$ cat config.mk
export PLATFORM = sky130hd
export DESIGN_NAME = ldpc_3gpp_enc_p3_buf
export DESIGN_NICKNAME = d
export VERILOG_FILES = /design/src/rtl/ldpc_3gpp_enc_p3_buf.sv
export SDC_FILE = /design/constraint.sdc
export NUM_CORES = 2
export LEC_CHECK = 0
export CAP_MARGIN = 20
export CORE_ASPECT_RATIO = 0.7
export CORE_MARGIN = 3
export CORE_UTILIZATION = 39
export DETAILED_ROUTE_END_ITERATION = 7
export PLACE_DENSITY = 0.62
export SLEW_MARGIN = 20
export SYNTH_ARGS = -nofsm -noshare
export SYNTH_HDL_FRONTEND = slang
export SYNTH_SLANG_ARGS = --single-unit
$ cat constraint.sdc
create_clock -name iclk -period 8.4 [get_ports iclk]
set_input_delay 2.52 -clock iclk [delete_from_list [all_inputs] [get_ports iclk]]
set_output_delay 2.52 -clock iclk [all_outputs]
set_load 0.02 [all_outputs]
$ cat src/rtl/ldpc_3gpp_enc_p3_buf.sv
// Ping-pong output buffer for the P3 words of the LDPC encoder: the ACU stage fills one bank
// while the other bank is streamed out through a valid/ready output register.
//
// state | meaning
// IDLE  | waiting for the current read bank to become full
// READ  | issuing one RAM address per cycle while the output register can take a word
// DRAIN | all addresses issued, waiting for the eof word to be accepted
module ldpc_3gpp_enc_p3_buf #(
  parameter int pADDR_W = 8,
  parameter int pDAT_W  = 8,
  parameter int pBANKS  = 2
) (
  input  logic               iclk,
  input  logic               ireset,
  input  logic               iclkena,
  input  logic [pADDR_W-1:0] iused_nwords,
  input  logic               iwrite,
  input  logic               iwstart,
  input  logic [pDAT_W-1:0]  iwdat,
  input  logic               ordy,
  output logic               oval,
  output logic [1:0]         ostrb,
  output logic [pDAT_W-1:0]  odat,
  output logic               ofull,
  output logic               oerr
);

  localparam int cDEPTH = pBANKS * (2 ** pADDR_W);

  typedef enum logic [1:0] {
    ST_IDLE  = 2'd0,
    ST_READ  = 2'd1,
    ST_DRAIN = 2'd2
  } state_e;

  state_e state_q, state_d;

  logic [pADDR_W-1:0]             waddr_q, waddr_d;
  logic                           wbank_q, wbank_d;
  logic [pADDR_W-1:0]             wlen_q, wlen_d;
  logic                           started_q, started_d;
  logic [pBANKS-1:0][pADDR_W-1:0] blen_q, blen_d;
  logic [pBANKS-1:0]              full_q, full_d;
  logic                           ofull_q, ofull_d;
  logic                           oerr_q, oerr_d;

  logic [pADDR_W-1:0]             raddr_q, raddr_d;
  logic                           rbank_q, rbank_d;
  logic                           oval_q, oval_d;
  logic [1:0]                     ostrb_q, ostrb_d;
  logic [pDAT_W-1:0]              odat_q, odat_d;

  logic [pDAT_W-1:0]              ram [0:cDEPTH-1];
  logic                           ram_we;
  logic [pADDR_W:0]               ram_waddr;
  logic [pDAT_W-1:0]              ram_wdat;

  logic                           wr_cmpl;
  logic [pADDR_W-1:0]             cmpl_len;
  logic [pADDR_W-1:0]             rlen;
  logic                           rd_issue;
  logic                           rd_done;

  always_ff @(posedge iclk or negedge ireset) begin
    if (!ireset) begin
      state_q   <= ST_IDLE;
      waddr_q   <= '0;
      wbank_q   <= 1'b0;
      wlen_q    <= '0;
      started_q <= 1'b0;
      blen_q    <= '0;
      full_q    <= '0;
      ofull_q   <= 1'b0;
      oerr_q    <= 1'b0;
      raddr_q   <= '0;
      rbank_q   <= 1'b0;
      oval_q    <= 1'b0;
      ostrb_q   <= 2'b00;
      odat_q    <= '0;
    end else if (iclkena) begin
      state_q   <= state_d;
      waddr_q   <= waddr_d;
      wbank_q   <= wbank_d;
      wlen_q    <= wlen_d;
      started_q <= started_d;
      blen_q    <= blen_d;
      full_q    <= full_d;
      ofull_q   <= ofull_d;
      oerr_q    <= oerr_d;
      raddr_q   <= raddr_d;
      rbank_q   <= rbank_d;
      oval_q    <= oval_d;
      ostrb_q   <= ostrb_d;
      odat_q    <= odat_d;
    end
  end

  // Block storage is plain RAM; reset only clears the bookkeeping around it.
  always_ff @(posedge iclk) begin
    if (ram_we) begin
      ram[ram_waddr] <= ram_wdat;
    end
  end

  always_comb begin
    state_d = state_q;
    case (state_q)
      ST_IDLE: begin
        if (full_q[rbank_q]) begin
          state_d = ST_READ;
        end
      end
      ST_READ: begin
        if (rd_issue && (raddr_q == rlen)) begin
          state_d = ST_DRAIN;
        end
      end
      ST_DRAIN: begin
        if (rd_done) begin
          state_d = ST_IDLE;
        end
      end
      default: state_d = ST_IDLE;
    endcase
  end

  always_comb begin
    rlen     = blen_q[rbank_q];
    rd_issue = (state_q == ST_READ) && (!oval_q || ordy);
    rd_done  = (state_q == ST_DRAIN) && oval_q && ordy;

    raddr_d = raddr_q;
    rbank_d = rbank_q;
    oval_d  = oval_q;
    ostrb_d = ostrb_q;
    odat_d  = odat_q;

    if (oval_q && ordy) begin
      oval_d = 1'b0;
    end
    // The RAM read is captured straight into the output register: one cycle of latency.
    if (rd_issue) begin
      oval_d  = 1'b1;
      odat_d  = ram[{rbank_q, raddr_q}];
      ostrb_d = {raddr_q == '0, raddr_q == rlen};
      raddr_d = raddr_q + pADDR_W'(1);
    end
    if (state_q == ST_IDLE) begin
      raddr_d = '0;
    end
    if (rd_done) begin
      rbank_d = ~rbank_q;
    end
  end

  always_comb begin
    waddr_d   = waddr_q;
    wbank_d   = wbank_q;
    wlen_d    = wlen_q;
    started_d = started_q;
    blen_d    = blen_q;
    oerr_d    = oerr_q;
    ram_we    = 1'b0;
    ram_waddr = {wbank_q, waddr_q};
    ram_wdat  = iwdat;
    wr_cmpl   = 1'b0;
    cmpl_len  = wlen_q;

    if (iclkena && iwrite) begin
      if (&full_q) begin
        oerr_d = 1'b1;
      end else if (iwstart) begin
        ram_we    = 1'b1;
        ram_waddr = {wbank_q, {pADDR_W{1'b0}}};
        wlen_d    = iused_nwords;
        started_d = 1'b1;
        waddr_d   = pADDR_W'(1);
        // A one-word block is complete on its start word.
        if (iused_nwords == '0) begin
          wr_cmpl  = 1'b1;
          cmpl_len = '0;
        end
      end else if (started_q) begin
        ram_we = 1'b1;
        if (waddr_q == wlen_q) begin
          wr_cmpl = 1'b1;
        end else begin
          waddr_d = waddr_q + pADDR_W'(1);
        end
      end
    end

    if (wr_cmpl) begin
      waddr_d         = '0;
      wbank_d         = ~wbank_q;
      started_d       = 1'b0;
      blen_d[wbank_q] = cmpl_len;
    end
  end

  // Setting after clearing lets a completing write win over a completing read on the same bank.
  always_comb begin
    full_d = full_q;
    if (rd_done) begin
      full_d[rbank_q] = 1'b0;
    end
    if (wr_cmpl) begin
      full_d[wbank_q] = 1'b1;
    end
    ofull_d = &full_d;
  end

  assign oval  = oval_q;
  assign ostrb = ostrb_q;
  assign odat  = odat_q;
  assign ofull = ofull_q;
  assign oerr  = oerr_q;

endmodule
==> results.ini <==
[run_status]
outcome=finished, final reports clean

[synth]
synth_top_area_frac=0.762
syn_area_sq_um=161000
synth-async-reset-ratio=0.0144
synthTopCellsByArea=edfxtp_1 (76%), mux4_2 (14%), mux2i_1 (1.5%)
yosysWarnings=0
synth-main-ff-cell=edfxtp_1
synth.distinct_cells=76
synthTopCellsByCount=edfxtp_1 (4,096), mux4_2 (1,023), nor2_1 (585)
synth_cells=7576
synth.most_common_cell=edfxtp_1
synth_fp_nets=7601
ys_seq_area_frac=0.771
avgSynthCellArea_sq_um=21.3
synth_edf_count=4096
ys_seq_elements=4156
yosys.area.top_type=edfxtp_1

[run]
max_cap_viol_count=0

[timing]
fmaxAchievable_ghz=0.167
hold_viol_final=0
finalSetupViolCount=0
period_needed_ns=5.97
rsz0062_at_grt=no
period_share=0.711
max_slew_margin=0.0558
skew_ns=0.0421
worst_pin_slew_ns=1.42
finalMaxSlewViolations=0
tns_ns=0

[layout]
regArea_sq_um=125000
final_cell_area_sq_um=181000
fin_util=0.441
nFillCells=33900
multi_input_area_sq_um=34800
drive_gt1_frac=0.235
nets=7757
fin_cells=13500
areaGrowthSynthToFinish_pct=11.9

[critical_path]
r2r_cells=10
cp_cell_sequence=clkdlybuf4s50_1, and4_1, nand2_1, nor2_1, nand2_4, buf_4, nor2_1
slowest_stage=nor2_1
critical_path_arrival_ns=6.51
cp-startpoint=iclkena
reg2reg_slack_ns=2.85
r2r-end=odat[6]
critPathRequiredTime_ns=8.94
end_kind=flip-flop
r2r-start=raddr_q[1]
worst-path-max-fanout=18
max_stage_delay_ns=0.79
crit_type=in2reg
crit_path_start_kind=primary input
cp_common_cell=nor2_1

[route]
drc_errors=0
wl_microns=515000
vias=86000
avgRoutedWirePerCell_microns=38.1
avgViaCountPerCell=6.37
ant_nets=0
drtIter0Drc=15400
dr.pass1.iters=6

[placement]
hpwl_microns=313000
place_area_sq_um=169000
dp_cells=12800
io_buffers=34
place_congestion=0.945

[global_routing]
grt_pass1_wl_microns=704000
track_usage=0.239
grt_antenna_before_repair=33
grt_max_degree=130
grt_pass1_vias=80800
globalRoute.totalOverflow=0

[cts]
cts.sinks=4156
htreeDepth=5
cts_tree=done
cts_resized=0
root_buffer=clkbuf_16
clockBufferDepth=4
holdBufCountCts=0
clock_latency_ns=0.93
post_cts_buffers=0
numCtsBuffers=357
clkTransAtPathRegs_ns=0.07

[pwr]
p_leak_nw=55.1
pwr-share-clk=0.323
swShare=0.291
power_density_nw_per_um2=291
p_int_w=0.0372
p_comb_frac=0.238
seq_power_share=0.440
peakVddDrop_uv=227
power_switching_w=0.0153

[hold_path]
min_path_cells=2
hold_path.class=reg2reg
hold_start=ostrb[0]
min_to=ostrb[0]

[floorplan]
die_y_microns=544
core_area_sq_um=410000
die_w_microns=775
dieArea_sq_um=422000
pin_count=35
initial_utilization=0.394
rows=196

-- cells in the final DEF, fill, tap and decap left out, types with 41 or more instances in the layout --
cell type     n
clkinv_1     84
mux2i_1     246
a21oi_1      92
a22oi_1     138
edfxtp_1   4096
nand3_1      53
clkbuf_1     58
nor2_1      575
clkinv_2     59
o22ai_1      49
o21ai_0      74
nand2_1     216
dfrtp_1      53
buf_12       54
bufinv_16    41
buf_4       170
mux4_2     1023
clkbuf_16   364
-- flip-flops by register name (all words and copies together) (netlist names), 2 cells and up --
| register | count |
|---|---|
| state_q | 2 |
| wlen_q | 8 |
| odat | 8 |
| full_q | 2 |
| blen_q | 16 |
| ram | 4096 |
| raddr_q | 8 |
| ostrb | 2 |
| waddr_q | 8 |
-- layout make-up --
| cell class | instances | share of cell area |
|---|---|---|
| clock inverter | 221 | 0.0122 |
| inverter | 30 | 0.000665 |
| timing repair buffer | 262 | 0.0154 |
| antenna | 30 | 0.000415 |
| multi-input combinational | 2925 | 0.192 |
| sequential | 4156 | 0.689 |
| tap | 5445 | 0.0377 |
| clock buffer | 427 | 0.0520 |
-- how the worst max path moves through the flow --
stage	to	slack, ns
final	ram[383][4]	2.43
after global routing	ram[4][1]	2.32
after CTS	ram[4][1]	2.53
after detailed placement	ram[388][4]	1.55
after global placement	ram[287][0]	1.68
after floorplan	ram[426][0]	3.64
-- cell families (layout without fill, tap and decap cells) --
logic type | after synthesis | after routing | synth area share
adders and majority gates | 3 | 3 | 0.000233
AOI/OAI and AO/OA | 564 | 564 | 0.0243
muxes | 1297 | 1297 | 0.160
DFF | 4156 | 4156 | 0.771
xor gates and xnor gates | 22 | 22 | 0.00119
and+or+nand+nor | 1039 | 1039 | 0.0273
buffers and inverters | 495 | 940 | 0.0157
other | 0 | 30 | 0
-- critical path, delay by kind of cell --
kind | cells | cell delay [ns]
simple gates | 5 | 2.72
buf+inv | 2 | 1.23
-- power by group through the flow --
stage,logic [W],registers [W],clock network (W)
global route,0.0129,0.0231,0.0179
detailed placement,0.0122,0.0235,0
finish,0.0125,0.0231,0.0169
floorplan,0.00794,0.0234,0
CTS,0.0122,0.0231,0.0170
global placement,0.0121,0.0236,0
-- per-layer routing --
metal	track usage	vias up	share of wire
li1	-	31900	-
met1	0.345	45500	0.39
met2	0.315	7634	0.40
met3	0.122	853	0.18
met4	0.0683	30	0.031
met5	0.00811	-	0.0013
-- stage by stage --
stage | worst slack [ns] | total power (W) | hold WS, ns
after floorplan | 3.64 | 0.0313 | 0.457
after global placement | 1.68 | 0.0357 | 0.457
after detailed placement | 1.55 | 0.0357 | 0.461
after CTS | 2.53 | 0.0523 | 0.475
after global routing | 2.32 | 0.0539 | 0.499
final | 2.43 | 0.0525 | 0.475
Power figures use the tool's default switching activity.
